[src/rtl/rs_frame_buffer_ctrl.sv]
// rs_frame_buffer_ctrl: sequences one RS frame through the single-port symbol RAM.
// FILL writes FRAME_LEN upstream symbols, DRAIN reads them back through a
// 2-entry output FIFO that hides the RAM's one-cycle, high-Z-when-idle read port.
// Optional build macro RS_FRAME_REVERSE_EN: drain addresses FRAME_LEN-1 down to 0.
module rs_frame_buffer_ctrl #(
  parameter int WORDS     = 32,
  parameter int AW        = 5,
  parameter int DW        = 16,
  parameter int FRAME_LEN = 32
) (
  input  logic          clk,
  input  logic          rst_n,
  input  logic          in_valid,
  output logic          in_ready,
  input  logic [DW-1:0] in_data,
  output logic          out_valid,
  input  logic          out_ready,
  output logic [DW-1:0] out_data,
  output logic          out_last,
  output logic          ram_ren,
  output logic          ram_wen,
  output logic [AW-1:0] ram_addr,
  output logic [DW-1:0] ram_din,
  input  logic [DW-1:0] ram_dout
);

  // A frame can never be longer than the RAM it lives in.
  localparam int          FL_EFF    = (FRAME_LEN > WORDS) ? WORDS : FRAME_LEN;
  localparam logic [AW:0] LAST_IDX  = (AW+1)'(FL_EFF - 1);
  localparam logic [AW:0] FRAME_CNT = (AW+1)'(FL_EFF);
  localparam logic [AW:0] PTR_ONE   = (AW+1)'(1);
  localparam logic [AW:0] PTR_ZERO  = (AW+1)'(0);

  typedef enum logic {
    ST_FILL  = 1'b0,
    ST_DRAIN = 1'b1
  } state_e;

  state_e        state_q, state_d;
  logic [AW:0]   wr_ptr_q, wr_ptr_d;
  logic [AW:0]   rd_ptr_q, rd_ptr_d;
  logic          inflight_q, inflight_d;
  logic          inflight_last_q, inflight_last_d;
  logic [DW-1:0] fifo_data_q [2];
  logic [DW-1:0] fifo_data_d [2];
  logic          fifo_last_q [2];
  logic          fifo_last_d [2];
  logic          fifo_wp_q, fifo_wp_d;
  logic          fifo_rp_q, fifo_rp_d;
  logic [1:0]    fifo_cnt_q, fifo_cnt_d;

  logic          push_s;
  logic          pop_s;
  logic [2:0]    level_s;
  logic [AW:0]   rd_addr_s;

  assign in_ready  = (state_q == ST_FILL);
  assign out_valid = (fifo_cnt_q != 2'd0);
  assign out_data  = fifo_data_q[fifo_rp_q];
  assign out_last  = fifo_last_q[fifo_rp_q] & out_valid;
  assign ram_din   = in_data;

  // Next-state, RAM strobes and FIFO bookkeeping for the current cycle.
  always_comb begin
    state_d         = state_q;
    wr_ptr_d        = wr_ptr_q;
    rd_ptr_d        = rd_ptr_q;
    inflight_d      = 1'b0;
    inflight_last_d = 1'b0;
    fifo_data_d     = fifo_data_q;
    fifo_last_d     = fifo_last_q;
    fifo_wp_d       = fifo_wp_q;
    fifo_rp_d       = fifo_rp_q;
    ram_ren         = 1'b0;
    ram_wen         = 1'b0;
    ram_addr        = {AW{1'b0}};
    // RAM data is only trusted the cycle after a read was issued.
    push_s          = inflight_q;
    pop_s           = out_valid & out_ready;
    // Entries the FIFO will hold once the in-flight read lands and any pop retires.
    level_s         = {1'b0, fifo_cnt_q} + {2'b00, inflight_q} - {2'b00, pop_s};
`ifdef RS_FRAME_REVERSE_EN
    rd_addr_s       = LAST_IDX - rd_ptr_q;
`else
    rd_addr_s       = rd_ptr_q;
`endif

    case (state_q)
      ST_FILL: begin
        if (in_valid) begin
          ram_wen  = 1'b1;
          ram_addr = wr_ptr_q[AW-1:0];
          if (wr_ptr_q == LAST_IDX) begin
            wr_ptr_d = PTR_ZERO;
            state_d  = ST_DRAIN;
          end else begin
            wr_ptr_d = wr_ptr_q + PTR_ONE;
          end
        end else begin
          wr_ptr_d = wr_ptr_q;
        end
      end
      ST_DRAIN: begin
        if ((rd_ptr_q < FRAME_CNT) && (level_s < 3'd2)) begin
          ram_ren         = 1'b1;
          ram_addr        = rd_addr_s[AW-1:0];
          rd_ptr_d        = rd_ptr_q + PTR_ONE;
          inflight_d      = 1'b1;
          inflight_last_d = (rd_ptr_q == LAST_IDX);
        end else begin
          inflight_d      = 1'b0;
          inflight_last_d = 1'b0;
        end
        // The last-flagged entry leaving the FIFO closes the frame.
        if (pop_s && out_last) begin
          state_d  = ST_FILL;
          rd_ptr_d = PTR_ZERO;
        end else begin
          state_d  = ST_DRAIN;
        end
      end
      default: begin
        state_d = ST_FILL;
      end
    endcase

    if (push_s) begin
      fifo_data_d[fifo_wp_q] = ram_dout;
      fifo_last_d[fifo_wp_q] = inflight_last_q;
      fifo_wp_d              = ~fifo_wp_q;
    end else begin
      fifo_wp_d              = fifo_wp_q;
    end
    if (pop_s) begin
      fifo_rp_d = ~fifo_rp_q;
    end else begin
      fifo_rp_d = fifo_rp_q;
    end
    fifo_cnt_d = fifo_cnt_q + {1'b0, push_s} - {1'b0, pop_s};
  end

  // State, pointers and FIFO storage; async reset drops any partial frame.
  always_ff @(posedge clk or negedge rst_n) begin
    if (!rst_n) begin
      state_q         <= ST_FILL;
      wr_ptr_q        <= PTR_ZERO;
      rd_ptr_q        <= PTR_ZERO;
      inflight_q      <= 1'b0;
      inflight_last_q <= 1'b0;
      fifo_data_q[0]  <= {DW{1'b0}};
      fifo_data_q[1]  <= {DW{1'b0}};
      fifo_last_q[0]  <= 1'b0;
      fifo_last_q[1]  <= 1'b0;
      fifo_wp_q       <= 1'b0;
      fifo_rp_q       <= 1'b0;
      fifo_cnt_q      <= 2'd0;
    end else begin
      state_q         <= state_d;
      wr_ptr_q        <= wr_ptr_d;
      rd_ptr_q        <= rd_ptr_d;
      inflight_q      <= inflight_d;
      inflight_last_q <= inflight_last_d;
      fifo_data_q     <= fifo_data_d;
      fifo_last_q     <= fifo_last_d;
      fifo_wp_q       <= fifo_wp_d;
      fifo_rp_q       <= fifo_rp_d;
      fifo_cnt_q      <= fifo_cnt_d;
    end
  end

endmodule

[config.mk]
export PLATFORM = sky130hd
export DESIGN_NAME = rs_frame_buffer_ctrl
export DESIGN_NICKNAME = d
export VERILOG_FILES = /design/src/rtl/rs_frame_buffer_ctrl.sv
export SDC_FILE = /design/constraint.sdc
export NUM_CORES = 1
export LEC_CHECK = 0
export CAP_MARGIN = 40
export CORE_MARGIN = 4
export CORE_UTILIZATION = 44
export CTS_BUF_LIST = sky130_fd_sc_hd__clkbuf_8
export DETAILED_ROUTE_END_ITERATION = 12
export PLACE_DENSITY = 0.79
export SLEW_MARGIN = 5
export SYNTH_ARGS = -nofsm -noshare
export SYNTH_HDL_FRONTEND = slang
export SYNTH_SLANG_ARGS = --single-unit
export TNS_END_PERCENT = 1
[constraint.sdc]
create_clock -name clk -period 2.8 [get_ports clk]
set_input_delay 0.42 -clock clk [delete_from_list [all_inputs] [get_ports clk]]
set_output_delay 0.42 -clock clk [all_outputs]
set_load 0.05 [all_outputs]
==> results.txt <==
The flow ran to the end, but the final reports show violations. The checks that failed: setup timing. Of all cell types, the one taking the most synthesized area is sky130_fd_sc_hd__dfrtp_1.

For this run the aggregate overflow at the end of global routing stands at 0. TritonCTS built the clock tree. The time the final worst path needs with I/O delays and setup was 3.11 ns; the global-route met1 utilization was 18.5%.

The mean number of vias per cell is 5.14. After synthesis, the largest family of logic cells by area is multiplexers. The first global-routing pass estimated 8340 microns of wire. The tools report the final critical-path setup slack as -0.310 ns. The logs give 2.49 mW for the total power and 78 for the count of boundary I/O pins. The synthesized netlist contains 34 unique library cells. The clock reaches the later pin of the worst-skew pair after 0.29 ns.

In this run the tightest slew margin relative to its limit is 48.3%. Along the worst path, the maximum fanout reaches 7. For this run, global-route usage on met2 was measured as 24.3%. Relative to the synthesized area, the layout overhead comes to 26.0%.

After layout, the worst path uses 111% of the clock period. The DRC violation count after routing was 0. The die is 84.2 microns tall. Setup violations remaining at the end of the flow were counted as 6. After Yosys synthesis, and, or, nand and nor cells account for 5.24% of the synthesized area. The clock net in this run drives a total of 53 sinks.

The critical path goes through o21a_1 -> ha_4 -> inv_2 -> ha_4 -> fa_2 -> or4_4 -> inv_8 -> a22o_4 -> buf_12. The post-synthesis async set-or-reset flop share was 100%; the floorplan core area was 0.00557 sq mm. The layer carrying the most global-route usage was met2.

For this run, the total global-route usage over all layers was measured as 14.4%. After Yosys synthesis, XOR and XNOR cells account for 2.06% of the synthesized area. The tools report the number of antenna violations at the first check in global routing as 0. Share of final-layout standard cells stronger than drive strength 1: 39.1%.

Setup repair after global routing could not meet its margin everywhere. The longest individual stage delay on the worst path came out at 0.54 ns. The slowest stage of the critical path is the sky130_fd_sc_hd__or4_4 cell. IR analysis of the VDD net gives a maximum drop of 0.000590 V. The instance count after placement with tap cells included is 301, and the count of max-cap constraint violations is 0. After synthesis, the mean cell area works out to 12.8 sq um. The launch point of the worst reg-to-reg path was fifo_cnt_q[1].

The tools report the number of nets produced by synthesis as 240. For this run, the detailed router's first-pass iteration total came to 4. The die covers 0.00709 sq mm. Cell type with the highest occurrence count on the critical path: sky130_fd_sc_hd__ha_4.

The mux contribution to synthesized area came out at 24.1%. The run gives 0 as the count of warnings emitted by yosys. Clock skew on the completed layout was measured at 0.00389 ns. Yosys mapped a number of flops with a built-in enable equal to 0.

Routability-driven placement finished with a final weighted congestion of 0.762. Summing the areas of all compound-gate instances in the mapped netlist gives 6.02% of the synthesized area. In the synthesized netlist the dominant register cell turns out to be sky130_fd_sc_hd__dfrtp_1. After the first detailed-routing iteration, the DRC count stood at 47. The maximum number of buffers from clock root to sink is 2, and the post-route antenna net violation count is 0. The power per cell area was 774 mW/mm^2; the number of buffer cells added on primary ports was 45. In this run the clock root is driven by a sky130_fd_sc_hd__clkbuf_8.

The arrival time of the worst setup path came out at 2.69 ns. The tools report the count of final max-slew check failures as 0. The die extent in x is 84.2 microns.

Transition time of the tightest slew-check pin: 0.773 ns. The cell area that synthesis handed to floorplanning was 0.00255 sq mm. Across all layers, the routed design uses 1592 vias. The setup TNS after final layout is -1.83 ns, and the cell row count is 27. The run gives 51.9% as the share of the yosys chip area belonging to registers.

Derived from the worst setup path, the maximum achievable clock frequency is 322 MHz. By area the synthesized netlist is led by sky130_fd_sc_hd__dfrtp_1 (52%), sky130_fd_sc_hd__mux2_2 (23%), sky130_fd_sc_hd__buf_4 (4.7%), sky130_fd_sc_hd__a22o_1 (2.4%), sky130_fd_sc_hd__ha_1 (2.0%). The routed wire length came out at 4760 microns.

Once the floorplan was initialized, standard cells occupied 45.8% of the core. STA classifies the critical path endpoint as a primary output. In the final routed layout, each cell accounts on average for 15.4 microns. After synthesis the netlist holds a flip-flop and latch count of 53. The clock-pin slew on the worst setup and hold paths is 0.09 ns, and the data required time of the critical path is 2.38 ns.

For the worst flop-to-flop path, the logic depth is 9. Tracing the worst setup path back leads to its startpoint at fifo_cnt_q[1]. For met3 alone, demand over resource in global routing was 4.02%. Buffers inserted during clock tree synthesis total 5. The final number of hold-violating endpoints was 0.

In this run the worst hold path is classified as in2async. The run gives 3590 microns as the half-perimeter wire length after placement. The share of synthesized area in the top cell type comes to 51.9%. The antenna diode count was 0; the largest net degree at the start of global routing was 24. The setup path with the least slack is of type reg2out.

The net count of the finished layout is 278. After detailed placement, the total cell area comes to 0.00312 sq mm. In this run the static leakage power is 1.48 nW.

The tools report the number of standard cells after synthesis as 199. The synthesized netlist devotes 2.74% of its cell area to adder and majority cells. For the H-tree depth reported by CTS, the log shows 2. The final instance count without filler cells is 310.

The finished cells cover 0.00322 sq mm. The tools report the via count of the first global-routing pass as 1734. The startpoint type of the worst setup path is a flip-flop.
==> critical path: cells and delay by family (launching register included) <==
family                     cells  cell delay [ns]
adders and majority gates      3             0.85
buffers and inverters          3             0.26
AOI/OAI and AO/OA              2             0.35
and+or+nand+nor                1             0.54
DFF                            1             0.39
==> layer usage <==
layer  share of wire, %  wire, microns  vias to the layer above
met2                 51           2440                       36
met3                4.1            194                        5
li1                   -              -                      760
met1                 44           2090                      791
met5                  0              0                        -
met4               0.80             38                        0
==> layout make-up <==
cell class | instances | area [sq um]
tap | 72 | 90.1
timing repair buffer | 56 | 582
clock buffer | 5 | 68.8
multi-input combinational | 113 | 1100
fill | 448 | 2350
inverter | 8 | 37.5
clock inverter | 3 | 13.8
sequential | 53 | 1330
==> cells in the mapped netlist (all sizes together), types with 2 or more instances <==
cell type,count
xor2,2
buf,21
and3,3
mux2i,2
nor2,4
clkbuf,4
nand4,2
inv,8
dfrtp,53
a21oi,6
mux2,53
xnor2,4
a22o,7
nand2,6
ha,4
nand3,5
o21ai,2
==> power breakdown <==
group	total [mW]	internal (mW)	leakage, nW	switching (mW)
logic	1.15	0.517	0.746	0.634
registers	0.939	0.846	0.680	0.0925
clock network	0.403	0.170	0.0491	0.233
==> worst paths after layout <==
check | end | slack, ns
worst max-delay path | ram_addr[3] | -0.31
worst min register to register | fifo_data_q[21] | 0.51
min in group clk | fifo_data_q[21] | 0.51
max in group asynchronous | fifo_data_q[16] | 2.16
worst max register to register | rd_addr_s[3] | 0.06
worst min-delay path | wr_ptr_q[1] | 0.03
==> cell families (layout without fill, tap and decap cells) <==
logic type | Yosys count | after routing
and+or+nand+nor | 25 | 25
muxes | 55 | 55
buffers and inverters | 33 | 72
DFF | 53 | 53
xor gates and xnor gates | 6 | 6
AOI/OAI and AO/OA | 22 | 22
adders and majority gates | 5 | 5
==> per-stage QoR <==
stage | setup slack, ns | hold WS, ns | util (%)
6_report | -0.310 | 0.0255 | 57.8
5_1_grt | -0.420 | 0.0379 | 57.8
4_1_cts | -0.402 | 0.0375 | 57.7
3_5_place_dp | -0.419 | 0.359 | 56.0
3_3_place_gp | -0.398 | 0.363 | 56.0
2_1_floorplan | -0.248 | 0.124 | -
==> flip-flops by register name (all words and copies together), names as in the netlist <==
name	count
fifo_cnt_q	2
fifo_data_q	32
fifo_last_q	2
fifo_rp_q	1
fifo_wp_q	1
inflight_last_q	1
inflight_q	1
rd_addr_s	6
state_q	1
wr_ptr_q	6
==> cell usage in the layout (no fill, tap or decap), types with 5 or more instances in the layout <==
cell type                         instances
sky130_fd_sc_hd__buf_4                   13
sky130_fd_sc_hd__mux2_2                  53
sky130_fd_sc_hd__a21oi_1                  6
sky130_fd_sc_hd__dfrtp_1                 53
sky130_fd_sc_hd__inv_1                    6
sky130_fd_sc_hd__a22o_4                   5
sky130_fd_sc_hd__nand3_1                  5
sky130_fd_sc_hd__clkbuf_8                 5
sky130_fd_sc_hd__clkdlybuf4s50_1         35
sky130_fd_sc_hd__nand2_1                  6
sky130_fd_sc_hd__buf_12                   6
==> what timing repair did <==
| item | 4_1_cts | 5_1_grt |
|---|---|---|
| resized for setup | 2 | 2 |
| gates cloned | 0 | 0 |
| endpoints found under the setup margin | 7 | 7 |
| hold buffers | 0 | 0 |
| pin swaps | 5 | 5 |
| buffers inserted | 1 | 0 |
(Power assumes the default switching activity.)
